[config.mk]
export PLATFORM = sky130hd
export DESIGN_NAME = reorder_buffer_flat
export DESIGN_NICKNAME = d
export VERILOG_FILES = /design/src/rtl/reorder_buffer_pkg.sv /design/src/rtl/reorder_buffer_if.sv /design/src/rtl/rob_query_port.sv /design/src/rtl/reorder_buffer.sv /design/src/flat_wrapper.sv
export SDC_FILE = /design/constraint.sdc
export NUM_CORES = 2
export LEC_CHECK = 0
export ABC_AREA = 1
export BUFFER_PORTS_ARGS = -buffer_cell sky130_fd_sc_hd__buf_2
export CAP_MARGIN = 40
export CORE_AREA = 8 8 290 503
export DETAILED_ROUTE_END_ITERATION = 6
export DIE_AREA = 0 0 298 511
export GPL_TIMING_DRIVEN = 0
export PLACE_DENSITY = 0.78
export SETUP_SLACK_MARGIN = 0.3
export SYNTH_ARGS = -nofsm -noshare
export SYNTH_HDL_FRONTEND = slang
export SYNTH_SLANG_ARGS = --single-unit
[constraint.sdc]
create_clock -name clockIn -period 3 [get_ports clockIn]
set_input_delay 0 -clock clockIn [delete_from_list [all_inputs] [get_ports clockIn]]
set_output_delay 0 -clock clockIn [all_outputs]
set_load 0.03 [all_outputs]
[src/rtl/reorder_buffer_pkg.sv]
// Shared types and constants for the reorder buffer.
package reorder_buffer_pkg;

    localparam int unsigned ROB_WIDTH_DEFAULT = 4;
    localparam int unsigned REG_IDX_W         = 5;

    typedef enum logic [1:0] {
        ROB_REG    = 2'd0,
        ROB_BRANCH = 2'd1,
        ROB_STORE  = 2'd2
    } rob_type_e;

    typedef struct packed {
        logic                 busy;
        logic                 ready;
        rob_type_e            typ;
        logic [REG_IDX_W-1:0] rd;
        logic                 pred_taken;
        logic [31:0]          alt_pc;
        logic [31:0]          val;
    } rob_entry_t;

    // Branch outcome travels in bit 0 of the broadcast value.
    function automatic logic branch_mispredicted(input logic taken, input logic pred_taken);
        return taken != pred_taken;
    endfunction

endpackage

[src/rtl/reorder_buffer_if.sv]
// Bus between the core (master) and the reorder buffer (slave): issue, result
// broadcasts, operand queries, commit and flush.
interface reorder_buffer_if
    import reorder_buffer_pkg::*;
#(
    parameter int unsigned ROB_WIDTH = ROB_WIDTH_DEFAULT
);
    logic                 readyIn;
    logic                 issueFlag;
    logic [1:0]           issueType;
    logic [REG_IDX_W-1:0] issueRd;
    logic                 issuePredTaken;
    logic [31:0]          issueAltPc;
    logic [ROB_WIDTH-1:0] issueTag;
    logic                 full;
    logic                 aluFlag;
    logic [31:0]          aluVal;
    logic [ROB_WIDTH-1:0] aluDest;
    logic                 lsbFlag;
    logic [31:0]          lsbVal;
    logic [ROB_WIDTH-1:0] lsbDest;
    logic [ROB_WIDTH-1:0] queryJ;
    logic                 queryJReady;
    logic [31:0]          queryJVal;
    logic [ROB_WIDTH-1:0] queryK;
    logic                 queryKReady;
    logic [31:0]          queryKVal;
    logic                 commitFlag;
    logic [REG_IDX_W-1:0] commitRd;
    logic [31:0]          commitVal;
    logic [ROB_WIDTH-1:0] commitTag;
    logic                 commitStore;
    logic                 flushFlag;
    logic [31:0]          flushPc;

    modport master (
        output readyIn, issueFlag, issueType, issueRd, issuePredTaken, issueAltPc,
        output aluFlag, aluVal, aluDest, lsbFlag, lsbVal, lsbDest, queryJ, queryK,
        input  issueTag, full, queryJReady, queryJVal, queryKReady, queryKVal,
        input  commitFlag, commitRd, commitVal, commitTag, commitStore, flushFlag, flushPc
    );

    modport slave (
        input  readyIn, issueFlag, issueType, issueRd, issuePredTaken, issueAltPc,
        input  aluFlag, aluVal, aluDest, lsbFlag, lsbVal, lsbDest, queryJ, queryK,
        output issueTag, full, queryJReady, queryJVal, queryKReady, queryKVal,
        output commitFlag, commitRd, commitVal, commitTag, commitStore, flushFlag, flushPc
    );
endinterface

[src/rtl/rob_query_port.sv]
// Operand-tag lookup into the ROB. Optional macro ROB_QUERY_BYPASS_EN adds a
// same-cycle match against the ALU/LSB broadcasts (ALU has priority).
module rob_query_port
    import reorder_buffer_pkg::*;
#(
    parameter int unsigned ROB_WIDTH = ROB_WIDTH_DEFAULT
) (
    input  logic [ROB_WIDTH-1:0]              tag_i,
    input  logic [(2**ROB_WIDTH)-1:0]         busy_i,
    input  logic [(2**ROB_WIDTH)-1:0]         ready_i,
    input  logic [(2**ROB_WIDTH)-1:0][31:0]   val_i,
    input  logic                              alu_flag_i,
    input  logic [31:0]                       alu_val_i,
    input  logic [ROB_WIDTH-1:0]              alu_dest_i,
    input  logic                              lsb_flag_i,
    input  logic [31:0]                       lsb_val_i,
    input  logic [ROB_WIDTH-1:0]              lsb_dest_i,
    output logic                              ready_o,
    output logic [31:0]                       val_o
);
    logic        lookup_ready;
    logic [31:0] lookup_val;

    // Registered-state lookup; a non-busy entry never reports ready.
    always_comb begin
        lookup_ready = busy_i[tag_i] && ready_i[tag_i];
        lookup_val   = val_i[tag_i];
    end

`ifdef ROB_QUERY_BYPASS_EN
    // Forward a result broadcast in the same cycle it appears.
    always_comb begin
        ready_o = lookup_ready;
        val_o   = lookup_val;
        if (alu_flag_i && (alu_dest_i == tag_i)) begin
            ready_o = 1'b1;
            val_o   = alu_val_i;
        end else if (lsb_flag_i && (lsb_dest_i == tag_i)) begin
            ready_o = 1'b1;
            val_o   = lsb_val_i;
        end
    end
`else
    assign ready_o = lookup_ready;
    assign val_o   = lookup_val;

    logic unused_bypass;
    assign unused_bypass = ^{alu_flag_i, alu_val_i, alu_dest_i, lsb_flag_i, lsb_val_i,
                             lsb_dest_i};
`endif

endmodule

[src/rtl/reorder_buffer.sv]
// Circular in-order retirement queue. Allocates tags at issue, takes ALU/LSB
// result broadcasts, answers operand queries and retires one entry per cycle.
// Optional macro: ROB_QUERY_BYPASS_EN (see rob_query_port).
module reorder_buffer
    import reorder_buffer_pkg::*;
#(
    parameter int unsigned ROB_WIDTH = ROB_WIDTH_DEFAULT
) (
    input  logic            clockIn,
    input  logic            resetIn,
    reorder_buffer_if.slave rob_io
);
    localparam int unsigned        Depth     = 2 ** ROB_WIDTH;
    localparam logic [ROB_WIDTH:0] CountFull = (ROB_WIDTH + 1)'(Depth);

    rob_entry_t           entries_q [Depth];
    rob_entry_t           entries_d [Depth];
    logic [ROB_WIDTH-1:0] head_q, head_d;
    logic [ROB_WIDTH-1:0] tail_q, tail_d;
    logic [ROB_WIDTH:0]   count_q, count_d;

    logic                 commit_flag_q, commit_flag_d;
    logic                 commit_store_q, commit_store_d;
    logic                 flush_flag_q, flush_flag_d;
    logic [REG_IDX_W-1:0] commit_rd_q, commit_rd_d;
    logic [31:0]          commit_val_q, commit_val_d;
    logic [ROB_WIDTH-1:0] commit_tag_q, commit_tag_d;
    logic [31:0]          flush_pc_q, flush_pc_d;

    rob_entry_t           head_entry;
    logic                 full_now;
    logic                 retire;
    logic                 flush_now;
    logic                 issue_fire;
    logic                 alu_wb;
    logic                 lsb_wb;

    logic [Depth-1:0]        busy_vec;
    logic [Depth-1:0]        ready_vec;
    logic [Depth-1:0][31:0]  val_vec;

    // Per-cycle control decisions derived from the current state.
    always_comb begin
        head_entry = entries_q[head_q];
        full_now   = (count_q == CountFull);
        retire     = rob_io.readyIn && head_entry.busy && head_entry.ready;
        flush_now  = retire && (head_entry.typ == ROB_BRANCH) &&
                     branch_mispredicted(head_entry.val[0], head_entry.pred_taken);
        issue_fire = rob_io.readyIn && rob_io.issueFlag && !full_now && !flush_now;
        // An entry allocated on this edge counts as busy for a same-edge broadcast.
        alu_wb     = rob_io.readyIn && rob_io.aluFlag &&
                     (entries_q[rob_io.aluDest].busy ||
                      (issue_fire && (rob_io.aluDest == tail_q)));
        lsb_wb     = rob_io.readyIn && rob_io.lsbFlag &&
                     (entries_q[rob_io.lsbDest].busy ||
                      (issue_fire && (rob_io.lsbDest == tail_q)));
    end

    // Next state: allocate, write back, retire, then flush overrides everything.
    always_comb begin
        entries_d      = entries_q;
        head_d         = head_q;
        tail_d         = tail_q;
        count_d        = count_q;
        commit_flag_d  = rob_io.readyIn ? 1'b0 : commit_flag_q;
        commit_store_d = rob_io.readyIn ? 1'b0 : commit_store_q;
        flush_flag_d   = rob_io.readyIn ? 1'b0 : flush_flag_q;
        commit_rd_d    = commit_rd_q;
        commit_val_d   = commit_val_q;
        commit_tag_d   = commit_tag_q;
        flush_pc_d     = flush_pc_q;

        if (issue_fire) begin
            entries_d[tail_q].busy       = 1'b1;
            entries_d[tail_q].ready      = 1'b0;
            entries_d[tail_q].typ        = rob_type_e'(rob_io.issueType);
            entries_d[tail_q].rd         = rob_io.issueRd;
            entries_d[tail_q].pred_taken = rob_io.issuePredTaken;
            entries_d[tail_q].alt_pc     = rob_io.issueAltPc;
            entries_d[tail_q].val        = '0;
            tail_d                       = tail_q + 1'b1;
        end

        if (alu_wb) begin
            entries_d[rob_io.aluDest].val   = rob_io.aluVal;
            entries_d[rob_io.aluDest].ready = 1'b1;
        end
        if (lsb_wb) begin
            entries_d[rob_io.lsbDest].val   = rob_io.lsbVal;
            entries_d[rob_io.lsbDest].ready = 1'b1;
        end

        if (retire) begin
            entries_d[head_q].busy  = 1'b0;
            entries_d[head_q].ready = 1'b0;
            head_d                  = head_q + 1'b1;
            unique case (head_entry.typ)
                ROB_REG: begin
                    commit_flag_d = 1'b1;
                    commit_rd_d   = head_entry.rd;
                    commit_val_d  = head_entry.val;
                    commit_tag_d  = head_q;
                end
                ROB_STORE:  commit_store_d = 1'b1;
                ROB_BRANCH: begin
                    if (flush_now) begin
                        flush_flag_d = 1'b1;
                        flush_pc_d   = head_entry.alt_pc;
                    end
                end
                default: ;
            endcase
        end

        if (issue_fire && !retire) begin
            count_d = count_q + 1'b1;
        end else if (!issue_fire && retire) begin
            count_d = count_q - 1'b1;
        end

        if (flush_now) begin
            for (int unsigned i = 0; i < Depth; i++) begin
                entries_d[i].busy  = 1'b0;
                entries_d[i].ready = 1'b0;
            end
            head_d  = '0;
            tail_d  = '0;
            count_d = '0;
        end
    end

    // State and registered outputs; readyIn low leaves every *_d equal to *_q.
    always_ff @(posedge clockIn or negedge resetIn) begin
        if (!resetIn) begin
            for (int unsigned i = 0; i < Depth; i++) begin
                entries_q[i] <= '0;
            end
            head_q         <= '0;
            tail_q         <= '0;
            count_q        <= '0;
            commit_flag_q  <= 1'b0;
            commit_store_q <= 1'b0;
            flush_flag_q   <= 1'b0;
            commit_rd_q    <= '0;
            commit_val_q   <= '0;
            commit_tag_q   <= '0;
            flush_pc_q     <= '0;
        end else begin
            entries_q      <= entries_d;
            head_q         <= head_d;
            tail_q         <= tail_d;
            count_q        <= count_d;
            commit_flag_q  <= commit_flag_d;
            commit_store_q <= commit_store_d;
            flush_flag_q   <= flush_flag_d;
            commit_rd_q    <= commit_rd_d;
            commit_val_q   <= commit_val_d;
            commit_tag_q   <= commit_tag_d;
            flush_pc_q     <= flush_pc_d;
        end
    end

    // Flatten entry fields for the query ports.
    always_comb begin
        for (int unsigned i = 0; i < Depth; i++) begin
            busy_vec[i]  = entries_q[i].busy;
            ready_vec[i] = entries_q[i].ready;
            val_vec[i]   = entries_q[i].val;
        end
    end

    rob_query_port #(.ROB_WIDTH(ROB_WIDTH)) u_query_j (
        .tag_i      (rob_io.queryJ),
        .busy_i     (busy_vec),
        .ready_i    (ready_vec),
        .val_i      (val_vec),
        .alu_flag_i (rob_io.aluFlag),
        .alu_val_i  (rob_io.aluVal),
        .alu_dest_i (rob_io.aluDest),
        .lsb_flag_i (rob_io.lsbFlag),
        .lsb_val_i  (rob_io.lsbVal),
        .lsb_dest_i (rob_io.lsbDest),
        .ready_o    (rob_io.queryJReady),
        .val_o      (rob_io.queryJVal)
    );

    rob_query_port #(.ROB_WIDTH(ROB_WIDTH)) u_query_k (
        .tag_i      (rob_io.queryK),
        .busy_i     (busy_vec),
        .ready_i    (ready_vec),
        .val_i      (val_vec),
        .alu_flag_i (rob_io.aluFlag),
        .alu_val_i  (rob_io.aluVal),
        .alu_dest_i (rob_io.aluDest),
        .lsb_flag_i (rob_io.lsbFlag),
        .lsb_val_i  (rob_io.lsbVal),
        .lsb_dest_i (rob_io.lsbDest),
        .ready_o    (rob_io.queryKReady),
        .val_o      (rob_io.queryKVal)
    );

    assign rob_io.issueTag    = tail_q;
    assign rob_io.full        = full_now;
    assign rob_io.commitFlag  = commit_flag_q;
    assign rob_io.commitRd    = commit_rd_q;
    assign rob_io.commitVal   = commit_val_q;
    assign rob_io.commitTag   = commit_tag_q;
    assign rob_io.commitStore = commit_store_q;
    assign rob_io.flushFlag   = flush_flag_q;
    assign rob_io.flushPc     = flush_pc_q;

endmodule

[src/flat_wrapper.sv]
// flat-port wrapper written by rule: the top's interface ports become plain ports
module reorder_buffer_flat import reorder_buffer_pkg::*;
#(
    parameter int unsigned ROB_WIDTH = ROB_WIDTH_DEFAULT
)
  (clockIn, resetIn, rob_io_readyIn, rob_io_issueFlag, rob_io_issueType, rob_io_issueRd, rob_io_issuePredTaken, rob_io_issueAltPc, rob_io_aluFlag, rob_io_aluVal, rob_io_aluDest, rob_io_lsbFlag, rob_io_lsbVal, rob_io_lsbDest, rob_io_queryJ, rob_io_queryK, rob_io_issueTag, rob_io_full, rob_io_queryJReady, rob_io_queryJVal, rob_io_queryKReady, rob_io_queryKVal, rob_io_commitFlag, rob_io_commitRd, rob_io_commitVal, rob_io_commitTag, rob_io_commitStore, rob_io_flushFlag, rob_io_flushPc);
  reorder_buffer_if #(.ROB_WIDTH(ROB_WIDTH)) rob_io_i ();
  input  logic clockIn;
  input  logic resetIn;
  input wire logic [$bits(rob_io_i.readyIn)-1:0] rob_io_readyIn;
  input wire logic [$bits(rob_io_i.issueFlag)-1:0] rob_io_issueFlag;
  input wire logic [$bits(rob_io_i.issueType)-1:0] rob_io_issueType;
  input wire logic [$bits(rob_io_i.issueRd)-1:0] rob_io_issueRd;
  input wire logic [$bits(rob_io_i.issuePredTaken)-1:0] rob_io_issuePredTaken;
  input wire logic [$bits(rob_io_i.issueAltPc)-1:0] rob_io_issueAltPc;
  input wire logic [$bits(rob_io_i.aluFlag)-1:0] rob_io_aluFlag;
  input wire logic [$bits(rob_io_i.aluVal)-1:0] rob_io_aluVal;
  input wire logic [$bits(rob_io_i.aluDest)-1:0] rob_io_aluDest;
  input wire logic [$bits(rob_io_i.lsbFlag)-1:0] rob_io_lsbFlag;
  input wire logic [$bits(rob_io_i.lsbVal)-1:0] rob_io_lsbVal;
  input wire logic [$bits(rob_io_i.lsbDest)-1:0] rob_io_lsbDest;
  input wire logic [$bits(rob_io_i.queryJ)-1:0] rob_io_queryJ;
  input wire logic [$bits(rob_io_i.queryK)-1:0] rob_io_queryK;
  output wire logic [$bits(rob_io_i.issueTag)-1:0] rob_io_issueTag;
  output wire logic [$bits(rob_io_i.full)-1:0] rob_io_full;
  output wire logic [$bits(rob_io_i.queryJReady)-1:0] rob_io_queryJReady;
  output wire logic [$bits(rob_io_i.queryJVal)-1:0] rob_io_queryJVal;
  output wire logic [$bits(rob_io_i.queryKReady)-1:0] rob_io_queryKReady;
  output wire logic [$bits(rob_io_i.queryKVal)-1:0] rob_io_queryKVal;
  output wire logic [$bits(rob_io_i.commitFlag)-1:0] rob_io_commitFlag;
  output wire logic [$bits(rob_io_i.commitRd)-1:0] rob_io_commitRd;
  output wire logic [$bits(rob_io_i.commitVal)-1:0] rob_io_commitVal;
  output wire logic [$bits(rob_io_i.commitTag)-1:0] rob_io_commitTag;
  output wire logic [$bits(rob_io_i.commitStore)-1:0] rob_io_commitStore;
  output wire logic [$bits(rob_io_i.flushFlag)-1:0] rob_io_flushFlag;
  output wire logic [$bits(rob_io_i.flushPc)-1:0] rob_io_flushPc;
  assign rob_io_i.readyIn = rob_io_readyIn;
  assign rob_io_i.issueFlag = rob_io_issueFlag;
  assign rob_io_i.issueType = rob_io_issueType;
  assign rob_io_i.issueRd = rob_io_issueRd;
  assign rob_io_i.issuePredTaken = rob_io_issuePredTaken;
  assign rob_io_i.issueAltPc = rob_io_issueAltPc;
  assign rob_io_i.aluFlag = rob_io_aluFlag;
  assign rob_io_i.aluVal = rob_io_aluVal;
  assign rob_io_i.aluDest = rob_io_aluDest;
  assign rob_io_i.lsbFlag = rob_io_lsbFlag;
  assign rob_io_i.lsbVal = rob_io_lsbVal;
  assign rob_io_i.lsbDest = rob_io_lsbDest;
  assign rob_io_i.queryJ = rob_io_queryJ;
  assign rob_io_i.queryK = rob_io_queryK;
  assign rob_io_issueTag = rob_io_i.issueTag;
  assign rob_io_full = rob_io_i.full;
  assign rob_io_queryJReady = rob_io_i.queryJReady;
  assign rob_io_queryJVal = rob_io_i.queryJVal;
  assign rob_io_queryKReady = rob_io_i.queryKReady;
  assign rob_io_queryKVal = rob_io_i.queryKVal;
  assign rob_io_commitFlag = rob_io_i.commitFlag;
  assign rob_io_commitRd = rob_io_i.commitRd;
  assign rob_io_commitVal = rob_io_i.commitVal;
  assign rob_io_commitTag = rob_io_i.commitTag;
  assign rob_io_commitStore = rob_io_i.commitStore;
  assign rob_io_flushFlag = rob_io_i.flushFlag;
  assign rob_io_flushPc = rob_io_i.flushPc;
  reorder_buffer #(.ROB_WIDTH(ROB_WIDTH)) u_core (.clockIn(clockIn), .resetIn(resetIn), .rob_io(rob_io_i));
endmodule
==> impl_metrics.json, run 1 <==
{
  "grt_max_degree": 174,
  "dp_hpwl_um": 386000,
  "overflow": 3992,
  "error": "[ERROR GRT-0116] Global routing finished with congestion. Check the congestion regions in the DRC Viewer.",
  "initial_core_util": 0.548,
  "grt_pass1_vias": 112000,
  "ys_top_cells_by_area": "dfrtp_1, nor2_1, o21ai_0, nand2_1, a21oi_1",
  "synth.distinct_cells": 38,
  "place.gp.congestion": 1.24,
  "ys_warn_count": 0,
  "cts_root_buf": "clkbuf_16",
  "syn_area_sq_um": 75900,
  "synth-seq-cells": 1273,
  "h-tree-depth": 3,
  "synth_xor_area_frac": 0.00115,
  "seq_area_frac_synth": 0.420,
  "synthAdderAreaFrac": 0.00208,
  "cts_buffers": 115,
  "outcome": "aborted with a tool error",
  "synth_top_family_by_area": "simple AND/OR/NAND/NOR gates",
  "cts.sinks": 1273,
  "avgSynthCellArea_sq_um": 6.82,
  "io_buffers": 204,
  "fp-row-count": 181,
  "ios": 273,
  "clock_path_buffers": 3,
  "die_h_um": 511,
  "die_x_um": 298,
  "placed_area_sq_um": 82600,
  "lastStage": "5_1_grt",
  "grt_pass1_wl_um": 948000,
  "synth_largest_area_cell": "dfrtp_1",
  "track_usage": 0.824,
  "synthCells": 11100,
  "yosysTopAreaCellShare": 0.420,
  "post_synth_and_or_nand_nor_area_fraction": 0.280,
  "synth_compound_area_frac": 0.203,
  "synth.mux.area_fraction": 0,
  "syn_nets": 11300
}
[synthesized netlist by cell type]
cell type and instances:
nand2_2 4, a31oi_1 84, a22o_1 37, fa_1 1, nor2_4 1, a21boi_0 23, o32ai_1 1, o2111ai_1 1
or2_1 1, ha_1 11, xnor2_1 2, a221oi_1 35, o21ai_0 1751, a21oi_1 842, nand3_2 5, inv_4 2
xor2_1 8, nor2_1 2464, o31ai_1 3, or2_2 3, nand4_1 534, clkbuf_1 742, inv_2 8, nand3_1 463
buf_6 14, dfrtp_1 1273, inv_1 668, nand2_1 1629, o21ai_1 2, clkinv_1 1, o22ai_1 166, nor2_2 3
buf_1 101, nand2_4 4, buf_2 196, nor3_1 3, or2_0 1, buf_4 45
[metal layers]
metal  GRT overflow  GRT usage
met1             65      0.807
met2           2570       1.00
met3             95      0.658
met4           1249      0.850
met5             13      0.355
[timing repair]
action	CTS
hold endpoints to repair	1229
buffers inserted	53
setup endpoints to repair	1277
cloned	10
hold buffers	112
pin swaps	48
gates resized for setup	822
[cells by family after synthesis]
family	count (synthesis)
adder cells (fa/ha/maj)	12
AND/OR/NAND/NOR	5115
flip-flops	1273
buffers and inverters	1777
XOR/XNOR	10
AO/OA/AOI/OAI	2945
[metrics by stage]
step                       TNS, ps  utilization  cells  setup WS (ps)
after detailed placement  -1135820        0.596  13400          -1840
after CTS                   -56940        0.656  13800           -175
after floorplan                  0            -  11100            539
after global placement           -        0.572  13200         -25820
==> run 2: changes to the inputs <==
Settings changed: CORE_AREA 8 8 290 503 to 8 8 445 447, DIE_AREA 0 0 298 511 to 0 0 453 455, PLACE_DENSITY 0.78 to not set, PLACE_DENSITY_LB_ADDON set to 0.15, SETUP_SLACK_MARGIN 0.3 to not set.
==> impl_metrics.json, run 2 <==
{
  "outcome": "finished, violations left",
  "violations": "DRC, hold timing, setup timing",
  "cts_tree": "yes",
  "grt_pass1_wl_um": 735000,
  "path_cells": "buf_12 > inv_16 > buf_12 > buf_6 > nand2_2 > nand3_2 > nand2_2 > nand2_1 > nand2_1 > inv_1 > nand2_1 > nand2_1 > nand2_2 > clkinv_4 > nand2_8 > nand3_4 > nand2_8 > buf_16 > buf_16 > buf_6 > nand4_1 > nand2_1 > nor2_1 > nor2_1",
  "drive_above_1_share": 0.127,
  "slew_headroom": 0.241,
  "vias": 95700,
  "worstSetupPathType": "register to register",
  "slowest_delay_ps": 440,
  "ys_top_cells_by_area": "dfrtp_1, nor2_1, o21ai_0, nand2_1, a21oi_1",
  "dieArea_sq_um": 206000,
  "cp-end-kind": "register",
  "critPathMaxFanout": 10,
  "finalCritPeriodShare": 1.15,
  "maxCapViolCount": 0,
  "synth.distinct_cells": 38,
  "grt_max_degree": 166,
  "yosys.cell_count.top_type": "nor2_1",
  "cts_root_buf": "clkbuf_16",
  "cts_buffers": 153,
  "overflow": 0,
  "synth-seq-cells": 1273,
  "first_pass_iters": 7,
  "syn_area_sq_um": 75900,
  "grt_pass1_vias": 87400,
  "postRouteAntennaNets": 0,
  "avgViaCountPerCell": 6.47,
  "hold_viol": 3,
  "cpMostUsedCell": "nand2_1",
  "avgSynthCellArea_sq_um": 6.82,
  "drt-initial-drc-count": 16300,
  "insertion_delay_ps": 920,
  "ys_warn_count": 0,
  "worstPathRequired_ps": 3780,
  "place_inst": 14200,
  "seq_area_frac_synth": 0.420,
  "io_buffers": 204,
  "ys.flop_type": "dfrtp_1",
  "antenna_found_initial": 40,
  "track_usage": 0.512,
  "syn_nets": 11300,
  "die_h_um": 455,
  "design_area_sq_um": 96900,
  "finalMaxSlewViolations": 0,
  "syn_to_final_growth_pct": 27.7,
  "fin_worst_skew_ps": 69.5,
  "instances_no_fill": 14800,
  "dp_hpwl_um": 418000,
  "final_common_cell": "nor2_1",
  "cp_slowest_cell": "dfrtp_2",
  "core_sq_um": 191000,
  "ios": 273,
  "die_x_um": 453,
  "fill_cells": 19000,
  "place.gp.congestion": 1.11,
  "fmax_ghz": 0.290,
  "seq_area_sq_um": 31900,
  "synth-async-reset-ratio": 1.00,
  "yosysTopAreaCellShare": 0.420,
  "post-route-drc-count": 13,
  "cts.sinks": 1273,
  "rsz0062_at_grt": "true",
  "wl_per_cell_um": 37.2,
  "h-tree-depth": 4,
  "synthCells": 11100,
  "initial_core_util": 0.397,
  "nets": 12200,
  "holdWs_ps": -16.4,
  "cts.clk_slew.worst_paths_ps": 60,
  "hold_class": "input pin to register",
  "min_period_ps": 3450,
  "fp-row-count": 161,
  "layout_common_cells": "nor2_1, o21ai_0, nand2_1",
  "setup_viol": 1274,
  "p_leak_nw": 47.1,
  "fin_ws_ps": -453,
  "peakVddDrop_mv": 0.791,
  "synth_largest_area_cell": "dfrtp_1",
  "synth_edf_count": 0,
  "detail_route.wirelength_um": 550000,
  "arrival_ps": 4230,
  "multiInputGateArea_sq_um": 37900,
  "tightest_slew_ps": 1130,
  "clock_path_buffers": 3,
  "placed_area_sq_um": 85000,
  "netlist_top_cells_count": "nor2_1, o21ai_0, nand2_1, dfrtp_1, a21oi_1",
  "worst_setup_path_start_kind": "register",
  "power.density_nw_per_um2": 1130
}
run 2: cell counts after synthesis:
Identical to the previous run, type by type.
run 2: what timing repair did:
action / CTS / global route
hold buffers: 124 / 0
gates cloned: 21 / 9
hold endpoints to repair: 1328 / 0
pin swaps: 72 / 28
resized for setup: 806 / 255
setup buffers: 53 / 27
endpoints found under the setup margin: 1273 / 1483
run 2: path summary, 6_finish.rpt:
path                                  startpoint                          to  slack (ps)  cells past startpoint
min in group asynchronous                resetIn       u_core.entries_q[167]         190                      8
setup / recovery                u_core.head_q[0]       u_core.entries_q[618]        -450                     24
hold reg to reg                         register                    register         480                      2
max in group asynchronous                resetIn  asynchronous set/reset pin          40                     11
hold / removal             rob_io_issueAltPc[21]                    register         -20                      4
setup reg to reg                u_core.head_q[0]       u_core.entries_q[618]        -450                     24
run 2: stage by stage:
step | setup WS (ps) | setup TNS, ps | total power [mW] | utilization
floorplan | 539 | 0 | 54.9 | -
global placement | -27780 | - | 77.5 | 0.419
detailed placement | -1790 | -1590060 | 80.1 | 0.445
CTS | -151 | -30470 | 104 | 0.500
global route | -420 | -334970 | 112 | 0.507
finish | -453 | -218200 | 109 | 0.507
run 2: cell families (layout without fill, tap and decap cells):
kind of cell,Yosys count,count (layout),share of synthesized area
simple gates,5115,5115,0.280
buf+inv,1777,2861,0.0948
compound gates,2945,2945,0.203
xor+xnor,10,10,0.00115
other cells,0,40,0
fa+ha+maj,12,12,0.00208
flops,1273,1273,0.420
run 2: power breakdown:
part | internal [mW] | leakage, nW | switching, mW
clock | 11.9 | 2.67 | 8.78
combinational | 16.6 | 28.5 | 39.6
sequential | 25.0 | 15.9 | 7.46
run 2: final cells by class:
cell class / instances / area share
Multi-Input combinational cell: 8082 / 0.391
Sequential cell: 1273 / 0.329
Timing Repair Buffer: 804 / 0.0940
Buffer: 1097 / 0.0691
Clock buffer: 220 / 0.0462
Tap cell: 2526 / 0.0326
Inverter: 679 / 0.0270
Clock inverter: 60 / 0.0107
Antenna cell: 40 / 0.00103
Timing Repair inverter: 1 / 0.0000903
run 2: layer usage:
| layer | global-route usage | vias to the layer above | routed length, um | share of wire |
|---|---|---|---|---|
| met4 | 0.570 | 10 | 80400 | 0.15 |
| li1 | - | 38900 | - | - |
| met1 | 0.551 | 45700 | 179000 | 0.33 |
| met5 | 0.00466 | - | 99 | 0.00018 |
| met3 | 0.177 | 2873 | 65000 | 0.12 |
| met2 | 0.743 | 8197 | 225000 | 0.41 |
run 2: worst max-delay path: cells and delay by family (launching register included):
kind / cells / cell delay [ps]
buffers and inverters: 9 / 1330
and+or+nand+nor: 15 / 1500
DFF: 1 / 440
(Power assumes the default switching activity.)
